File: src/rtl/spi_pkg.sv
// Shared SPI definitions: FSM states, default frame width and sclk edge selectors.
package spi_pkg;

  typedef enum logic {
    IDLE,
    ACTIVE
  } state_t;

  localparam int SPI_WIDTH = 8;

  localparam int EDGE_RISE = 0;
  localparam int EDGE_FALL = 1;

endpackage

File: src/rtl/spi_slave_if.sv
// Board-level 4-wire SPI bus between a master and the spi_slave peer.
interface spi_slave_if;

  logic sclk;
  logic cs;
  logic mosi;
  logic miso;

  modport master (output sclk, output cs, output mosi, input miso);
  modport slave  (input sclk, input cs, input mosi, output miso);

endinterface

File: src/rtl/spi_sync_edge.sv
// N-stage synchroniser for one asynchronous pin with rise/fall detection on the synced level.
module spi_sync_edge #(
  parameter int STAGES    = 2,
  parameter bit RESET_VAL = 1'b0
) (
  input  logic clk,
  input  logic rst,
  input  logic d,
  output logic q,
  output logic rise,
  output logic fall
);

  logic [STAGES-1:0] chain;
  logic              prev;

  always_ff @(posedge clk) begin
    if (rst) begin
      chain <= {STAGES{RESET_VAL}};
      prev  <= RESET_VAL;
    end else begin
      chain[0] <= d;
      for (int i = 1; i < STAGES; i++) chain[i] <= chain[i-1];
      prev <= chain[STAGES-1];
    end
  end

  assign q    = chain[STAGES-1];
  assign rise = q & ~prev;
  assign fall = ~q & prev;

endmodule

File: src/rtl/spi_slave.sv
// SPI slave: oversamples sclk/cs/mosi on clk, deserialises one frame per cs-low window
// and returns a preloaded response word MSB-first on miso.
module spi_slave
  import spi_pkg::*;
#(
  parameter int WIDTH       = SPI_WIDTH,
  parameter int SYNC_STAGES = 2,
  parameter int SAMPLE_EDGE = EDGE_FALL
) (
  input  logic             clk,
  input  logic             rst,
  spi_slave_if.slave       spi,
  input  logic [WIDTH-1:0] tx_data,
  input  logic             tx_load,
  output logic             tx_ready,
  output logic [WIDTH-1:0] rx_data,
  output logic             rx_valid,
  output logic             rx_err,
  output logic             busy
);

  localparam int               CW    = $clog2(WIDTH + 1);
  localparam logic [CW-1:0]    FULL  = CW'(WIDTH);
  localparam logic [1:0]       FLUSH = 2'(SYNC_STAGES);

  logic s_sclk, sclk_rise, sclk_fall;
  logic s_cs, cs_rise, cs_fall;
  logic [SYNC_STAGES-1:0] mosi_sync;
  logic s_mosi, sample_edge, shift_edge;
  logic [1:0] flush_q;
  logic armed_q;

  state_t state_q, state_d;
  logic [WIDTH-1:0] tx_buf_q, tx_buf_d, tx_shift_q, tx_shift_d;
  logic [WIDTH-1:0] rx_shift_q, rx_shift_d, rx_data_q, rx_data_d;
  logic [CW-1:0] cnt_q, cnt_d;
  logic pending_q, pending_d, miso_q, miso_d;
  logic rx_valid_q, rx_valid_d, rx_err_q, rx_err_d;

  spi_sync_edge #(.STAGES(SYNC_STAGES), .RESET_VAL(1'b0)) u_sclk_sync (
    .clk(clk), .rst(rst), .d(spi.sclk), .q(s_sclk), .rise(sclk_rise), .fall(sclk_fall)
  );

  spi_sync_edge #(.STAGES(SYNC_STAGES), .RESET_VAL(1'b1)) u_cs_sync (
    .clk(clk), .rst(rst), .d(spi.cs), .q(s_cs), .rise(cs_rise), .fall(cs_fall)
  );

  assign s_mosi      = mosi_sync[SYNC_STAGES-1];
  assign sample_edge = (SAMPLE_EDGE == EDGE_FALL) ? sclk_fall : sclk_rise;
  assign shift_edge  = (SAMPLE_EDGE == EDGE_RISE) ? sclk_fall : sclk_rise;

  // After reset the synchronisers hold idle values; a frame may only start once a
  // genuinely idle bus (cs high, sclk low) has been seen, so a cs left low is not a frame.
  always_ff @(posedge clk) begin
    if (rst) begin
      mosi_sync <= '0;
      flush_q   <= '0;
      armed_q   <= 1'b0;
    end else begin
      mosi_sync[0] <= spi.mosi;
      for (int i = 1; i < SYNC_STAGES; i++) mosi_sync[i] <= mosi_sync[i-1];
      if (flush_q != FLUSH) flush_q <= flush_q + 2'd1;
      else if (s_cs && !s_sclk) armed_q <= 1'b1;
    end
  end

  always_ff @(posedge clk) begin
    if (rst) begin
      state_q    <= IDLE;
      tx_buf_q   <= '0;
      tx_shift_q <= '0;
      rx_shift_q <= '0;
      rx_data_q  <= '0;
      cnt_q      <= '0;
      pending_q  <= 1'b0;
      miso_q     <= 1'b0;
      rx_valid_q <= 1'b0;
      rx_err_q   <= 1'b0;
    end else begin
      state_q    <= state_d;
      tx_buf_q   <= tx_buf_d;
      tx_shift_q <= tx_shift_d;
      rx_shift_q <= rx_shift_d;
      rx_data_q  <= rx_data_d;
      cnt_q      <= cnt_d;
      pending_q  <= pending_d;
      miso_q     <= miso_d;
      rx_valid_q <= rx_valid_d;
      rx_err_q   <= rx_err_d;
    end
  end

  // miso only advances after its current bit has been sampled, so a leading shift edge
  // (the first rising sclk when sampling on falling) does not drop the MSB.
  always_comb begin
    state_d    = state_q;
    tx_buf_d   = tx_buf_q;
    tx_shift_d = tx_shift_q;
    rx_shift_d = rx_shift_q;
    rx_data_d  = rx_data_q;
    cnt_d      = cnt_q;
    pending_d  = pending_q;
    miso_d     = miso_q;
    rx_valid_d = 1'b0;
    rx_err_d   = 1'b0;
    unique case (state_q)
      IDLE: begin
        if (cs_fall && armed_q) begin
          state_d    = ACTIVE;
          tx_shift_d = tx_buf_q;
          miso_d     = tx_buf_q[WIDTH-1];
          cnt_d      = '0;
          pending_d  = 1'b0;
        end else if (tx_load) begin
          tx_buf_d = tx_data;
        end
      end
      ACTIVE: begin
        if (sample_edge && cnt_q < FULL) begin
          rx_shift_d = {rx_shift_q[WIDTH-2:0], s_mosi};
          cnt_d      = cnt_q + CW'(1);
          pending_d  = 1'b1;
        end
        if (shift_edge && pending_q) begin
          tx_shift_d = {tx_shift_q[WIDTH-2:0], 1'b0};
          miso_d     = tx_shift_q[WIDTH-2];
          pending_d  = 1'b0;
        end
        if (cs_rise) begin
          if (cnt_d == FULL) begin
            rx_data_d  = rx_shift_d;
            rx_valid_d = 1'b1;
          end else begin
            rx_err_d = 1'b1;
          end
          state_d   = IDLE;
          miso_d    = 1'b0;
          pending_d = 1'b0;
        end
      end
      default: state_d = IDLE;
    endcase
  end

  assign spi.miso = miso_q;
  assign tx_ready = (state_q == IDLE);
  assign busy     = (state_q == ACTIVE);
  assign rx_data  = rx_data_q;
  assign rx_valid = rx_valid_q;
  assign rx_err   = rx_err_q;

endmodule

File: src/flat_wrapper.sv
// flat-port wrapper written by rule: the top's interface ports become plain ports
module spi_slave_flat import spi_pkg::*;
#(
  parameter int WIDTH       = SPI_WIDTH,
  parameter int SYNC_STAGES = 2,
  parameter int SAMPLE_EDGE = EDGE_FALL
)
  (clk, rst, tx_data, tx_load, tx_ready, rx_data, rx_valid, rx_err, busy, spi_sclk, spi_cs, spi_mosi, spi_miso);
  spi_slave_if spi_i ();
  input  logic clk;
  input  logic rst;
  input  logic [WIDTH-1:0] tx_data;
  input  logic tx_load;
  output logic tx_ready;
  output logic [WIDTH-1:0] rx_data;
  output logic rx_valid;
  output logic rx_err;
  output logic busy;
  input wire logic [$bits(spi_i.sclk)-1:0] spi_sclk;
  input wire logic [$bits(spi_i.cs)-1:0] spi_cs;
  input wire logic [$bits(spi_i.mosi)-1:0] spi_mosi;
  output wire logic [$bits(spi_i.miso)-1:0] spi_miso;
  assign spi_i.sclk = spi_sclk;
  assign spi_i.cs = spi_cs;
  assign spi_i.mosi = spi_mosi;
  assign spi_miso = spi_i.miso;
  spi_slave #(.WIDTH(WIDTH), .SYNC_STAGES(SYNC_STAGES), .SAMPLE_EDGE(SAMPLE_EDGE)) u_core (.clk(clk), .rst(rst), .spi(spi_i), .tx_data(tx_data), .tx_load(tx_load), .tx_ready(tx_ready), .rx_data(rx_data), .rx_valid(rx_valid), .rx_err(rx_err), .busy(busy));
endmodule
File: config.mk
export PLATFORM = sky130hd
export DESIGN_NAME = spi_slave_flat
export DESIGN_NICKNAME = d
export VERILOG_FILES = /design/src/rtl/spi_pkg.sv /design/src/rtl/spi_slave_if.sv /design/src/rtl/spi_sync_edge.sv /design/src/rtl/spi_slave.sv /design/src/flat_wrapper.sv
export SDC_FILE = /design/constraint.sdc
export NUM_CORES = 1
export LEC_CHECK = 0
export CAP_MARGIN = 15
export CORE_ASPECT_RATIO = 1.75
export CORE_UTILIZATION = 40
export DETAILED_ROUTE_END_ITERATION = 10
export GPL_TIMING_DRIVEN = 0
export SYNTH_ARGS = -nofsm -noshare
export SYNTH_HDL_FRONTEND = slang
export SYNTH_SLANG_ARGS = --single-unit
File: constraint.sdc
create_clock -name clk -period 2 [get_ports clk]
set_clock_uncertainty 0.1 [all_clocks]
set_input_delay 0.3 -clock clk [delete_from_list [all_inputs] [get_ports clk]]
set_output_delay 0.3 -clock clk [all_outputs]
set_load 0.01 [all_outputs]
==> flow_metrics.py <==
metrics = {
    "clock_network": {
        "cts.sinks": 51,
        "cts_hold_buf": 0,
        "clkLatencyLatePin_ns": 0.30,
        "tritoncts": "yes",
        "htree_num_levels": 2,
        "cts_buffers": 5,
        "cts_setup_buffers": 0,
        "cts-resized-gates": 0,
        "ctsLongestPathBuffers": 2,
        "cts.clk_slew.worst_paths_ns": 0.09,
        "cts_root_buffer": "clkbuf_8",
    },
    "grt": {
        "busiest_layer": "met2",
        "antenna_found_initial": 0,
        "use_met2_pct": 33.6,
        "grt_usage_pct": 17.9,
        "grt_pass1_wl_um": 7760,
        "use_met1_pct": 19.4,
        "grt_pass1_vias": 1664,
        "grtUsageMet3_pct": 2.78,
        "grt_max_degree": 14,
        "grt-ovfl-total": 0,
    },
    "finish": {
        "num-nets-final": 271,
        "finalInstanceArea_um2": 2500,
        "drive_above_1_share_pct": 11.4,
        "area_growth_pct": 17.9,
        "fillers": 513,
        "n_antenna_cell": 0,
    },
    "status": {
        "outcome": "complete, but fails checks",
        "violations": "design-rule violations",
    },
    "worst_setup_path": {
        "r2r_slack_ns": 0.23,
        "critPathMaxStageDelay_ns": 0.55,
        "cp_max_fo": 10,
        "reg2reg_depth": 6,
        "worstPathArrival_ns": 1.47,
        "path_buf_inv": 3,
        "start_kind": "flop",
        "critical_path_class": "reg2out",
        "critical_path_depth": 3,
        "endpoint_kind": "primary output",
        "crit_path_top_delay_cell": "clkdlybuf4s50_1",
        "cpLargestDelayFamily": "buffers and inverters",
        "required_ns": 1.60,
        "path_cells": "buf_2, inv_2, clkdlybuf4s50_1",
    },
    "floorplanning": {
        "initial_core_util_pct": 42.2,
        "dieArea_um2": 5610,
        "die_width_um": 57.0,
        "pin_count": 27,
        "die_height_um": 98.3,
        "core_area_um2": 5020,
        "row_count": 34,
    },
    "routing": {
        "finalWirelength_um": 4460,
        "drtAntennaViolNets": 0,
        "vias": 1699,
        "drc": 4,
        "drt_first_pass_iters": 7,
        "drtIter0Drc": 60,
        "viasPerCell": 5.52,
        "wl_per_cell_um": 14.5,
    },
    "logic_synthesis": {
        "yosysSeqAreaShare_pct": 48.2,
        "synthArstFlopShare_pct": 0,
        "syn_area_um2": 2120,
        "yosys_warnings": 0,
        "synth_edf_count": 0,
        "synthFlopType": "dfxtp_1",
        "netlist_instances": 224,
        "synth_cell_types": 39,
        "avgSynthCellArea_um2": 9.46,
        "ys_ff_latch": 51,
        "synthesis.nets": 240,
    },
    "place": {
        "gp_congestion": 0.790,
        "io_buffers": 24,
        "hpwlAfterDp_um": 3190,
        "place_area_um2": 2430,
    },
    "sta": {
        "period_needed_ns": 1.87,
        "period_share_pct": 93.4,
        "rsz0062_at_grt": "false",
        "hold_ws_ns": 0.184,
        "tightest_slew_ns": 0.657,
        "finalHoldViolations": 0,
        "fmax_ghz": 0.535,
        "drv_slew": 0,
        "tns_ns": 0,
        "setup-violations-final": 0,
        "slew_headroom_pct": 56.2,
    },
    "worst_hold_path": {
        "hold-path-cell-count": 2,
        "hold_class": "in2reg",
    },
    "power": {
        "cellPowerDensity_nw_per_um2": 730,
        "ir_drop_mv": 0.441,
        "finalPower_mw": 1.83,
        "p_leak_nw": 0.822,
    },
    "run": {
        "max_cap_violations": 0,
    },
}
## metrics by stage
stage               instances  worst slack, ns  utilization [%]
detailed placement        302            0.239             48.4
floorplan                 224            0.462                -
CTS                       308           0.0587             49.8
finish                    308            0.131             49.8
global placement          302            0.254             48.4
global route              308           0.0576             49.8
## synth_stat cells (3+ instances only)
cell type  number  share of area, %
dfxtp_1        51                48
nand2_1        32               5.7
a21oi_1        20               4.7
mux2i_1        15               7.1
nor2_1         14               2.5
nand3_1        10               2.4
a211oi_2        8               4.7
a41oi_1         8               3.3
clkbuf_1        8               1.4
buf_2           7               1.7
a211oi_1        6               2.1
nor2b_1         4               1.2
and2_1          3              0.89
inv_1           3              0.53
nor3_1          3              0.71
nor3b_1         3               1.1
or2_2           3              0.89
## layout by cell type (no fill, tap or decap), types with 2 or more instances in the layout
| cell type | count |
|---|---|
| inv_1 | 2 |
| a211oi_1 | 6 |
| a211oi_2 | 8 |
| buf_2 | 7 |
| nand2b_1 | 2 |
| dfxtp_1 | 51 |
| or2_2 | 3 |
| xor2_1 | 2 |
| clkbuf_1 | 9 |
| a41oi_1 | 8 |
| clkbuf_8 | 5 |
| nor2b_1 | 4 |
| ha_1 | 2 |
| nor2_1 | 14 |
| mux2i_1 | 15 |
| clkdlybuf4s50_1 | 24 |
| nand3_1 | 10 |
| nor3b_1 | 3 |
| a21oi_1 | 20 |
| nor3_1 | 3 |
| nand4b_1 | 2 |
| nand2_1 | 32 |
| and2_1 | 3 |
## path summary, 6_finish.rpt
kind	start	to
hold reg to reg	u_core.u_cs_sync.chain[0]	u_core.u_cs_sync.chain[1]
setup reg to reg	u_core.cnt_q[0]	u_core.rx_data[7]
hold / removal	rst	u_core.mosi_sync[1]
setup / recovery	u_core.busy	tx_ready
## layer usage
| layer | wire, um | up-vias |
|---|---|---|
| met5 | 0 | - |
| met4 | 80 | 0 |
| met3 | 92 | 6 |
| met2 | 2420 | 24 |
| met1 | 1870 | 820 |
| li1 | - | 849 |
## layout make-up
cell class | instances | area [um^2] | area share (%)
Sequential cell | 51 | 1020 | 40.8
Multi-Input combinational cell | 153 | 1000 | 40.1
Timing Repair Buffer | 24 | 240 | 9.61
Buffer | 17 | 83.8 | 3.35
Clock buffer | 6 | 72.6 | 2.90
Tap cell | 54 | 67.6 | 2.70
Inverter | 3 | 11.3 | 0.450
## logic make-up after synthesis
kind of cell / share of synthesized area, %
AO/OA/AOI/OAI: 18.2
XOR/XNOR: 1.24
adder cells (fa/ha/maj): 1.18
buffers and inverters: 4.49
flip-flops: 48.2
multiplexers: 7.08
AND/OR/NAND/NOR: 19.6
## power by group
group | internal (mW) | total, mW | switching [mW]
registers | 1.06 | 1.09 | 0.0246
clock network | 0.234 | 0.545 | 0.311
logic | 0.0888 | 0.192 | 0.103
## sequential cells by signal (all words and copies together) (netlist names)
name	flops
u_core.rx_shift_q	8
u_core.u_sclk_sync.prev	1
u_core.pending_q	1
u_core.tx_buf_q	8
u_core.busy	1
u_core.mosi_sync	2
u_core.tx_shift_q	7
u_core.u_cs_sync.chain	2
u_core.cnt_q	4
u_core.u_cs_sync.prev	1
u_core.u_sclk_sync.chain	2
u_core.rx_err	1
u_core.rx_data	8
u_core.rx_valid	1
u_core.spi.miso	1
u_core.flush_q	2
u_core.armed_q	1
## worst reg2reg max path, cell delays in order, from the launching register on
cell and delay [ns]:
dfxtp_1 0.45, ha_1 0.18, and4bb_1 0.21, xnor2_1 0.13, buf_2 0.25, a41oi_1 0.17, a211oi_2 0.21
Power figures use the tool's default switching activity.
